`config.mk`:
```
export PLATFORM = sky130hd
export DESIGN_NAME = control_execute_mc
export DESIGN_NICKNAME = d
export VERILOG_FILES = /design/src/rtl/control_execute_mc.sv
export SDC_FILE = /design/constraint.sdc
export NUM_CORES = 1
export LEC_CHECK = 0
export CAP_MARGIN = 20
export CORE_MARGIN = 4
export CORE_UTILIZATION = 46
export DETAILED_ROUTE_END_ITERATION = 10
export GPL_TIMING_DRIVEN = 0
export MAX_ROUTING_LAYER = met4
export PLACE_DENSITY = 0.75
export REMOVE_ABC_BUFFERS = 1
export SLEW_MARGIN = 10
export SYNTH_ARGS = -nofsm -noshare
export SYNTH_HDL_FRONTEND = slang
export SYNTH_SLANG_ARGS = --single-unit
```
`constraint.sdc`:
```
create_clock -name CLK -period 2.05 [get_ports CLK]
set_clock_uncertainty 0.05 [all_clocks]
set_input_delay 0.5125 -clock CLK [delete_from_list [all_inputs] [get_ports CLK]]
set_output_delay 0.5125 -clock CLK [all_outputs]
set_load 0.005 [all_outputs]
```
`src/rtl/control_execute_mc.sv`:
```
// Execute-stage sequencer: pops one instruction, runs it for its op-class latency,
// then writes the result once writeback accepts it. Resolves branches, obeys global stall.
module control_execute_mc #(
  parameter int ALU_LAT = 1,
  parameter int MUL_LAT = 4,
  parameter int CNT_W   = 4
) (
  input  logic CLK,
  input  logic RST_N,
  input  logic StallIn,
  input  logic DecExeValid,
  input  logic IsMul,
  input  logic IsBranch,
  input  logic BranchTaken,
  input  logic ExeWBReady,
  output logic DecExeBufferRd,
  output logic OperandLatch,
  output logic MulEn,
  output logic ExeWBBufferWr,
  output logic BranchResolve,
  output logic BranchFlush,
  output logic Busy
);

  if (ALU_LAT < 1 || MUL_LAT < 1 || ALU_LAT > 2**CNT_W || MUL_LAT > 2**CNT_W) begin : g_bad_params
    $error("control_execute_mc: latencies must be in 1..2**CNT_W");
  end

  typedef enum logic [1:0] {
    FETCH   = 2'b00,
    EXEC    = 2'b01,
    HOLD    = 2'b10,
    ILLEGAL = 2'b11
  } state_t;

  localparam logic [CNT_W-1:0] ALU_LD = CNT_W'(ALU_LAT - 1);
  localparam logic [CNT_W-1:0] MUL_LD = CNT_W'(MUL_LAT - 1);
  localparam logic [CNT_W-1:0] ONE    = CNT_W'(1);

  state_t           r_state, w_state_nxt;
  logic [CNT_W-1:0] r_cnt, w_cnt_nxt;
  logic             r_is_mul, w_is_mul_nxt;
  logic             r_is_branch, w_is_branch_nxt;
  // Low for exactly the first cycle after reset release; keeps every output quiet there.
  logic             r_live;
  logic             w_go;

  always_ff @(posedge CLK or negedge RST_N) begin
    if (!RST_N) begin
      r_state     <= FETCH;
      r_cnt       <= '0;
      r_is_mul    <= 1'b0;
      r_is_branch <= 1'b0;
      r_live      <= 1'b0;
    end else begin
      r_state     <= w_state_nxt;
      r_cnt       <= w_cnt_nxt;
      r_is_mul    <= w_is_mul_nxt;
      r_is_branch <= w_is_branch_nxt;
      r_live      <= 1'b1;
    end
  end

  assign w_go = r_live && !StallIn;
  assign Busy = (r_state == EXEC) || (r_state == HOLD);

  always_comb begin
    w_state_nxt     = r_state;
    w_cnt_nxt       = r_cnt;
    w_is_mul_nxt    = r_is_mul;
    w_is_branch_nxt = r_is_branch;
    DecExeBufferRd  = 1'b0;
    OperandLatch    = 1'b0;
    MulEn           = 1'b0;
    ExeWBBufferWr   = 1'b0;
    BranchResolve   = 1'b0;
    BranchFlush     = 1'b0;
    case (r_state)
      FETCH: begin
        if (w_go && DecExeValid) begin
          DecExeBufferRd  = 1'b1;
          OperandLatch    = 1'b1;
          w_is_mul_nxt    = IsMul;
          w_is_branch_nxt = IsBranch;
          w_cnt_nxt       = IsMul ? MUL_LD : ALU_LD;
          w_state_nxt     = EXEC;
        end
      end
      EXEC: begin
        if (w_go) begin
          MulEn = r_is_mul;
          if (r_cnt != '0) begin
            w_cnt_nxt = r_cnt - ONE;
          end else if (r_is_branch) begin
            BranchResolve = 1'b1;
            BranchFlush   = BranchTaken;
            w_state_nxt   = FETCH;
          end else if (ExeWBReady) begin
            ExeWBBufferWr = 1'b1;
            w_state_nxt   = FETCH;
          end else begin
            w_state_nxt = HOLD;
          end
        end
      end
      HOLD: begin
        if (w_go && ExeWBReady) begin
          ExeWBBufferWr = 1'b1;
          w_state_nxt   = FETCH;
        end
      end
      default: w_state_nxt = FETCH;
    endcase
  end

endmodule

```
## Word-level counts from Yosys, hierarchy flattened

Index checks and enable logic that the tools add are counted.

- Reduce and logical (&&, ||, !) cells: 11
- Multiplexer cells: 30
- Shift-type cells: 0
- Add/subtract/negate cells: 1
- Divide/modulo/power cells: 0
- Bitwise logic cells: 0
- Equality and inequality tests: 7
- Multipliers: 0
- Magnitude comparators: 0

Operators by type and width:

| operator | count |
|---|---|
| 1-bit 2-to-1 mux | 17 |
| 2-bit 2-to-1 mux | 7 |
| 4-bit 2-to-1 mux | 3 |
| 4-bit one-hot mux with 2 select lines | 1 |
| 4-bit AND reduction | 2 |
| 2-bit != test, second input constant | 3 |
| 2-bit one-hot mux with 3 select lines | 1 |
| 2-bit by 1-bit != test with 1-bit output, second input constant | 2 |
| 4-bit nonzero test | 1 |
| 4-bit by 1-bit subtractor with 4-bit output, second input constant | 1 |
| 1-bit logical AND | 3 |
| 2-bit by 1-bit equality test with 1-bit output, second input constant | 1 |
| 2-bit equality test, second input constant | 1 |
| 2-bit logical NOT | 1 |
| 1-bit one-hot mux with 2 select lines | 1 |
| 2-bit AND reduction | 1 |
| 2-bit nonzero test | 1 |
| 1-bit logical NOT | 1 |
| 1-bit logical OR | 1 |

- Output and inout port bits: 7
- Latch bits: 0
- Memories: 0
- Bits in registers: 9
- RAM bits: 0
- Logic and storage cells: 54
- ROM bits: 0

## Depth between registers and ports, before layout

Gate-level depths: netlist (run 1).

- Depth in word-level cells: 5
- Gate-level depth with buffers: 7
- Mapped depth without buffers: 6

## Worst setup path before layout (run 1)

OpenSTA, ideal clock, no wires.

- Kind: flip-flop to output port
- Start point: reg r_cnt[0]
- End point: out BranchFlush
- Path buffers: 0
- Arrival time: 1450 ps
- Cell stages (with the launch flop): 7
- Path slack: 37 ps
- Cells stage by stage: dfrtp_1 inv_1 ha_1 or3b_4 nor2_2 and3_1 and2_1

- Longest elaborated chain between the ends: 4

RTL lines:

| item | RTL line | RTL |
|---|---|---|
| from (decl) | 41 | `logic [CNT_W-1:0] r_cnt, w_cnt_nxt;` |
| from (signal assigned) | 57 | `r_cnt <= w_cnt_nxt;` |
| 4-bit nonzero test | 92 | `if (r_cnt != '0) begin` |
| 1-bit 2-to-1 mux | 92 |  |
| 1-bit 2-to-1 mux | 90 | `if (w_go) begin` |
| 1-bit 2-to-1 mux | 78 | `case (r_state)` |
| to (decl) | 21 | `output logic BranchFlush,` |

No other way between the ends.

## Final worst setup path (run 1)

- Start point: reg r_cnt[1]
- End point: out ExeWBBufferWr

- Longest elaborated chain between the ends: 4

RTL lines:

| item | RTL line | RTL |
|---|---|---|
| 4-bit nonzero test | 92 |  |
| 1-bit 2-to-1 mux | 92 |  |
| 1-bit 2-to-1 mux | 90 |  |
| 1-bit one-hot mux with 2 select lines | 78 |  |
| to (decl) | 19 | `output logic ExeWBBufferWr,` |

No other way between the ends.

==> results of run 1 <==
==> power breakdown <==
group | internal (uW) | total (uW) | switching (uW)
Clock | 74.1 | 122 | 47.9
Combinational | 381 | 730 | 349
Sequential | 258 | 336 | 78.1
==> worst register-to-register path: cells and delay by family (launching register included) <==
| kind | cells | cell delay (ns) |
|---|---|---|
| adders and majority gates | 1 | 0.17 |
| and+or+nand+nor | 2 | 0.49 |
| AOI/OAI and AO/OA | 2 | 0.50 |
| buffers and inverters | 4 | 0.45 |
| DFF | 1 | 0.38 |
==> state kept, by name, indices dropped and copies added (netlist names) <==
signal       cells
r_is_mul         1
r_state          2
r_is_branch      1
r_live           1
r_cnt            4
==> how the worst max path moves through the flow <==
stage | from | to | slack, ns | cells after the start
floorplan | r_cnt[0] | BranchFlush | 0.04 | 6
global placement | StallIn | DecExeBufferRd | -0.58 | 4
detailed placement | StallIn | OperandLatch | -0.57 | 4
CTS | r_cnt[0] | ExeWBBufferWr | -0.37 | 7
global route | r_cnt[1] | ExeWBBufferWr | -0.42 | 7
finish | r_cnt[1] | ExeWBBufferWr | -0.32 | 7
==> stage by stage <==
| stage | setup slack [ns] | instances | total power, uW | TNS (ns) | hold slack (ns) |
|---|---|---|---|---|---|
| 2_1_floorplan | 0.0373 | 55 | 696 | 0 | 0.167 |
| 3_3_place_gp | -0.580 | 83 | 833 | -3.00 | 0.412 |
| 3_5_place_dp | -0.567 | 83 | 847 | -2.98 | 0.431 |
| 4_1_cts | -0.370 | 96 | 1070 | -0.855 | 0.443 |
| 5_1_grt | -0.424 | 99 | 1280 | -1.37 | 0.481 |
| 6_report | -0.315 | 99 | 1190 | -0.948 | 0.438 |
==> timing repair <==
action,4_1_cts,5_1_grt
resized for setup,32,11
setup endpoints to repair,7,8
pin swaps,6,6
buffers inserted,9,4
==> cell usage in the layout, fill, tap and decap left out, types with 2 or more instances in the layout <==
cell             n
dlygate4sd2_1    3
inv_1            3
nor3_1           2
clkbuf_4         3
buf_4            8
buf_6            7
nor2_1           2
clkdlybuf4s50_1  6
ha_4             2
mux2_1           3
dfrtp_1          9
inv_2            2
and3_4           2
nand2_1          4
==> metal layers <==
metal	part of all wire [%]	vias up	track usage, %	wire (um)
li1	-	267	-	-
met2	51	24	24.1	732
met3	7.0	4	2.44	100
met4	0.83	0	8.43	12
met5	0	-	-	0
met1	41	261	21.6	593
==> area by class of cell <==
class	count	share of cell area [%]
multi-input combinational	41	43.4
timing repair buffer	26	25.7
sequential	9	24.1
clock buffer	4	2.82
inverter	5	2.01
tap	14	1.88
==> cell families after synthesis <==
family	synth area share [%]
other cells	0.623
flops	37.4
compound gates	21.0
simple gates	19.3
mux	7.48
fa+ha+maj	8.32
buf+inv	5.82
==> metrics, run 1 <==
final standard cell area without fillers=933 sq um; Hold Vio Cnt, Final=0; CORE AREA=1170 sq um; worst reg2reg path endpoint=r_state[1]; root buffer selected by CTS=clkbuf_4; total congestion overflow=0; Reg-to-Reg Start=r_cnt[1]; Post-DP Area=743 sq um; number of filler instances in the final layout=83; total of hold buffers inserted after clock tree synthesis=0; final HPWL from detailed placement=893 um; area share of the leading cell type in the synthesized netlist=37.4%; wirelength, routed=1440 um; share of post-route cells with drive strength above 1=43.5%; areal power density over the cells=1270 nW/um^2; Area growth syn-to-layout=55.1%; Synth warnings=0; proportion of synthesized flip-flops having asynchronous set or reset=100%; gpl congestion=0.783; violated checks=negative setup slack; final number of setup-violating endpoints=4; Boundary Pins=15; clock input transition at the sequential cells of the worst setup and hold paths=0.05 ns; TritonCTS clock tree=yes; Seq. cell area=225 sq um; cell row count=12; CTS max path bufs=2; primary flip-flop cell chosen by synthesis mapping=dfrtp_1; kind of cell with the highest combined delay on the critical path=simple AND/OR/NAND/NOR gates; P_leak=0.000429 uW; most frequent cell after synthesis=dfrtp_1; synthesized flop and latch total=9; WL per Instance=14.5 um; classification of the worst setup path=register to output port; largest stage delay on the critical path=0.40 ns; final period utilization=115%; total die area=1950 sq um; DRC violations left=0; kind of launch point of the worst setup path=register; area used by multi-input combinational logic=405 sq um; number of cells on the worst reg-to-reg path=9; utilization after layout=79.7%; number of detailed-routing iterations run before antenna repair=4; Die Height=44.2 um; hold_sp=r_is_mul; Min Clock Period, post-route=2.37 ns; outcome=finished, violations left; number of slew-limit violations in the final report=0; slowest stage cell, crit path=or3b_4; number of buffer cells added on primary ports=14; R2R Setup Slk=-0.10 ns; portion of the post-synthesis area used by sequential elements=37.4%; via count of the first global-routing pass=541; number of antenna violations at the first check in global routing=0; Post-Synthesis Cells=58; highest achievable clock rate=0.423 GHz; final antenna-violating net count=0; DR vias=556; reported max-cap violation count=0; Post-Synthesis Cell Area=602 sq um; CTS H-tree lvls=1; RSZ-0062 raised after global routing=yes; path type of the worst min-delay path=register to register; setup ws final=-0.315 ns; number of enable-type register cells in the synthesized netlist=0; Global Route Usage Sum=16.4%; sort of element at the end of the critical path=output port; Critical path buffers and inverters=3; most numerous cell types in the synthesized netlist=9 x dfrtp_1, 4 x ha_1, 4 x inv_1, 4 x nand2_1; Critical Path, Cell by Cell=inv_1 > ha_2 > or3b_4 > buf_6 > nor3_4 > o2111a_1 > buf_2; largest cells by area after synthesis=dfrtp_1 37%, ha_1 8.3%, mux2_1 5.6%, a22oi_4 3.5%, and3_1 3.1%; number of distinct library cell variants in the gate-level netlist after synthesis=34; data arrival time of the critical path=1.80 ns; number of clock sinks=9; Syn Area/Cell=10.4 sq um; Skew-Pair Late Insertion Delay=0.24 ns; largest net degree at the start of global routing=11; maximum vdd drop=0.974 mV; most area-hungry cell type in the Yosys netlist=dfrtp_1; Die Span X=44.2 um; final-stage net count=98; CP max FO=2; number of DRC markers in iteration 0=14; final antenna diode count=0; via-per-instance ratio=5.62; initial core utilization=51.4%; instance count along the most critical hold path=1; first-pass GRT wire length=2350 um; total CTS buffers=3; data required time of the critical path=1.49 ns; worst-case hold path end point=r_is_mul
(Power assumes the default switching activity.)
==> inputs of run 2 (changes only) <==
--- a/config.mk
+++ b/config.mk
@@ -6,14 +6,13 @@
 export NUM_CORES = 1
 export LEC_CHECK = 0
 export CAP_MARGIN = 20
-export CORE_MARGIN = 4
 export CORE_UTILIZATION = 46
 export DETAILED_ROUTE_END_ITERATION = 10
 export GPL_TIMING_DRIVEN = 0
 export MAX_ROUTING_LAYER = met4
 export PLACE_DENSITY = 0.75
 export REMOVE_ABC_BUFFERS = 1
-export SLEW_MARGIN = 10
+export SLEW_MARGIN = 5
 export SYNTH_ARGS = -nofsm -noshare
 export SYNTH_HDL_FRONTEND = slang
 export SYNTH_SLANG_ARGS = --single-unit
==> run 2 against run 1 <==
Effect of this change: the run still ends with negative setup slack left; setup slack got worse by 0.0033 ns; die area fell by 25%; combinational power rose by 3.2%; global-route usage rose by 11 points; via count rose by 1.4%; final cell count rose by 3.0%; routed wire length rose by 20%; critical path type unchanged; largest cell class unchanged.
==> metrics, run 2 (synthesis gave the netlist of run 1 again) <==
TritonCTS clock tree=yes; P_leak=0.000438 uW; total congestion overflow=0; DRC violations left=0; switching share of total power=40.8%; number of instances in the placed design=83; kind of launch point of the worst setup path=register; clock input transition at the sequential cells of the worst setup and hold paths=0.06 ns; internal cell power=722 uW; Boundary Pins=15; Gate power share=61.7%; number of detailed-routing iterations run before antenna repair=4; total die area=1460 sq um; final-stage net count=101; utilization after layout=81.2%; wirelength, routed=1730 um; WL per Instance=16.9 um; data arrival time of the critical path=1.81 ns; Area growth syn-to-layout=55.9%; number of flip-flops under the largest register name=4; highest achievable clock rate=0.422 GHz; share of post-route cells with drive strength above 1=47.7%; final HPWL from detailed placement=960 um; root buffer selected by CTS=clkbuf_4; total of hold buffers inserted after clock tree synthesis=0; commonest non-fill, non-tap cell in the layout=buf_4; CTS max path bufs=2; registers with the most flip-flops=r_cnt: 4 flops, r_state: 2 flops; number of slew-limit violations in the final report=0; proportion of power drawn by the clock network=10.6%; classification of the worst setup path=register to output port; number of clock sinks=9; part of the total power dissipated in sequential elements=27.7%; violated checks=negative setup slack; reported max-cap violation count=0; Global Route Usage Sum=27.6%; sort of element at the end of the critical path=output port; RSZ-0062 raised after global routing=yes; number of antenna violations at the first check in global routing=0; cell row count=12; final antenna-violating net count=0; maximum vdd drop=0.828 mV; Min Clock Period, post-route=2.37 ns; final number of setup-violating endpoints=3; CP max FO=2; final antenna diode count=0; via count of the first global-routing pass=549; path type of the worst min-delay path=register to register; slowest stage cell, crit path=dfrtp_1; initial core utilization=52.1%; Hold Vio Cnt, Final=0; number of buffer cells added on primary ports=14; number of filler instances in the final layout=69; worst slack at placement=-0.603 ns; outcome=finished, violations left; largest net degree at the start of global routing=10; areal power density over the cells=1300 nW/um^2; CORE AREA=1160 sq um; Critical Path, Cell by Cell=inv_2 > ha_4 > or3b_4 > buf_6 > nor3_4 > o2111a_1 > buf_2; first-pass GRT wire length=2490 um; Skew-Pair Late Insertion Delay=0.25 ns; Largest Register=r_cnt; largest stage delay on the critical path=0.40 ns; leading cell types in the layout, fill and taps excluded=12 x buf_4, 9 x dfrtp_1, 6 x clkdlybuf4s50_1; data required time of the critical path=1.49 ns; number of DRC markers in iteration 0=21; CTS H-tree lvls=1; final period utilization=116%; Die Span X=38.2 um; total CTS buffers=3; Die Height=38.2 um; via-per-instance ratio=5.53; DR vias=564; setup ws final=-0.318 ns; gpl congestion=0.726; switching component of the power=499 uW; count of placed standard cells in the final layout, fillers left out=102
## run 2: changes by cell type in the layout (fill, tap and decap cells not counted), moves of 2 or more
cell   before  now
inv_2       2    4
buf_2       1    3
inv_1       3    1
buf_6       7    5
buf_4       8   12
## run 2: final timing paths
kind	startpoint	endpoint	slack (ns)	depth (start not counted)
max	r_cnt[1]	ExeWBBufferWr	-0.32	7
max in group asynchronous	RST_N	r_is_mul	1.16	1
min reg2reg	r_is_mul	r_is_mul	0.43	1
max reg2reg	r_cnt[1]	r_state[1]	0.09	8
min in group asynchronous	RST_N	r_state[0]	0.50	1
min	r_is_mul	r_is_mul	0.43	1
## run 2: repair_timing
item                       CTS  global route
gates cloned                 0             0
setup endpoints to repair    6             5
pin swaps                    5             5
buffers inserted            13             3
gates resized for setup     40             6
## run 2: per-stage QoR
step / hold WS [ns] / cell area [sq um] / total power (uW) / setup TNS (ns)
after floorplan: 0.167 / 586 / 696 / 0
after global placement: 0.417 / 743 / 831 / -3.10
after detailed placement: 0.431 / 743 / 851 / -3.16
after CTS: 0.443 / 911 / 1140 / -0.940
after global routing: 0.439 / 938 / 1300 / -0.952
final: 0.435 / 938 / 1220 / -0.759
## run 2: cell type report
cell class	instances	area, sq um	share of cell area (%)
clock buffers	4	26.3	2.80
inverters	5	18.8	2.00
repair buffers	29	244	26.0
multi-input cells	41	407	43.3
flip-flops and latches	9	225	24.0
well taps	14	17.5	1.87
## run 2: per-layer routing
metal,routed length (um),track usage [%],vias to the layer above
li1,-,-,269
met1,776,32.7,272
met2,832,40.7,17
met3,58,4.65,6
met4,59,23.2,0
met5,0,-,-
## run 2: power groups by stage
stage               clock network, uW  logic (uW)  registers (uW)
floorplan                           0         384             312
global placement                    0         507             325
detailed placement                  0         521             330
CTS                               133         677             328
global route                      146         809             343
finish                            129         753             339
## run 2: worst max-delay path, delay by kind of cell, from the launching register on
| family | cells | cell delay [ns] |
|---|---|---|
| DFF | 1 | 0.40 |
| AOI/OAI and AO/OA | 1 | 0.20 |
| and+or+nand+nor | 2 | 0.51 |
| adders and majority gates | 1 | 0.12 |
| buffers and inverters | 3 | 0.32 |
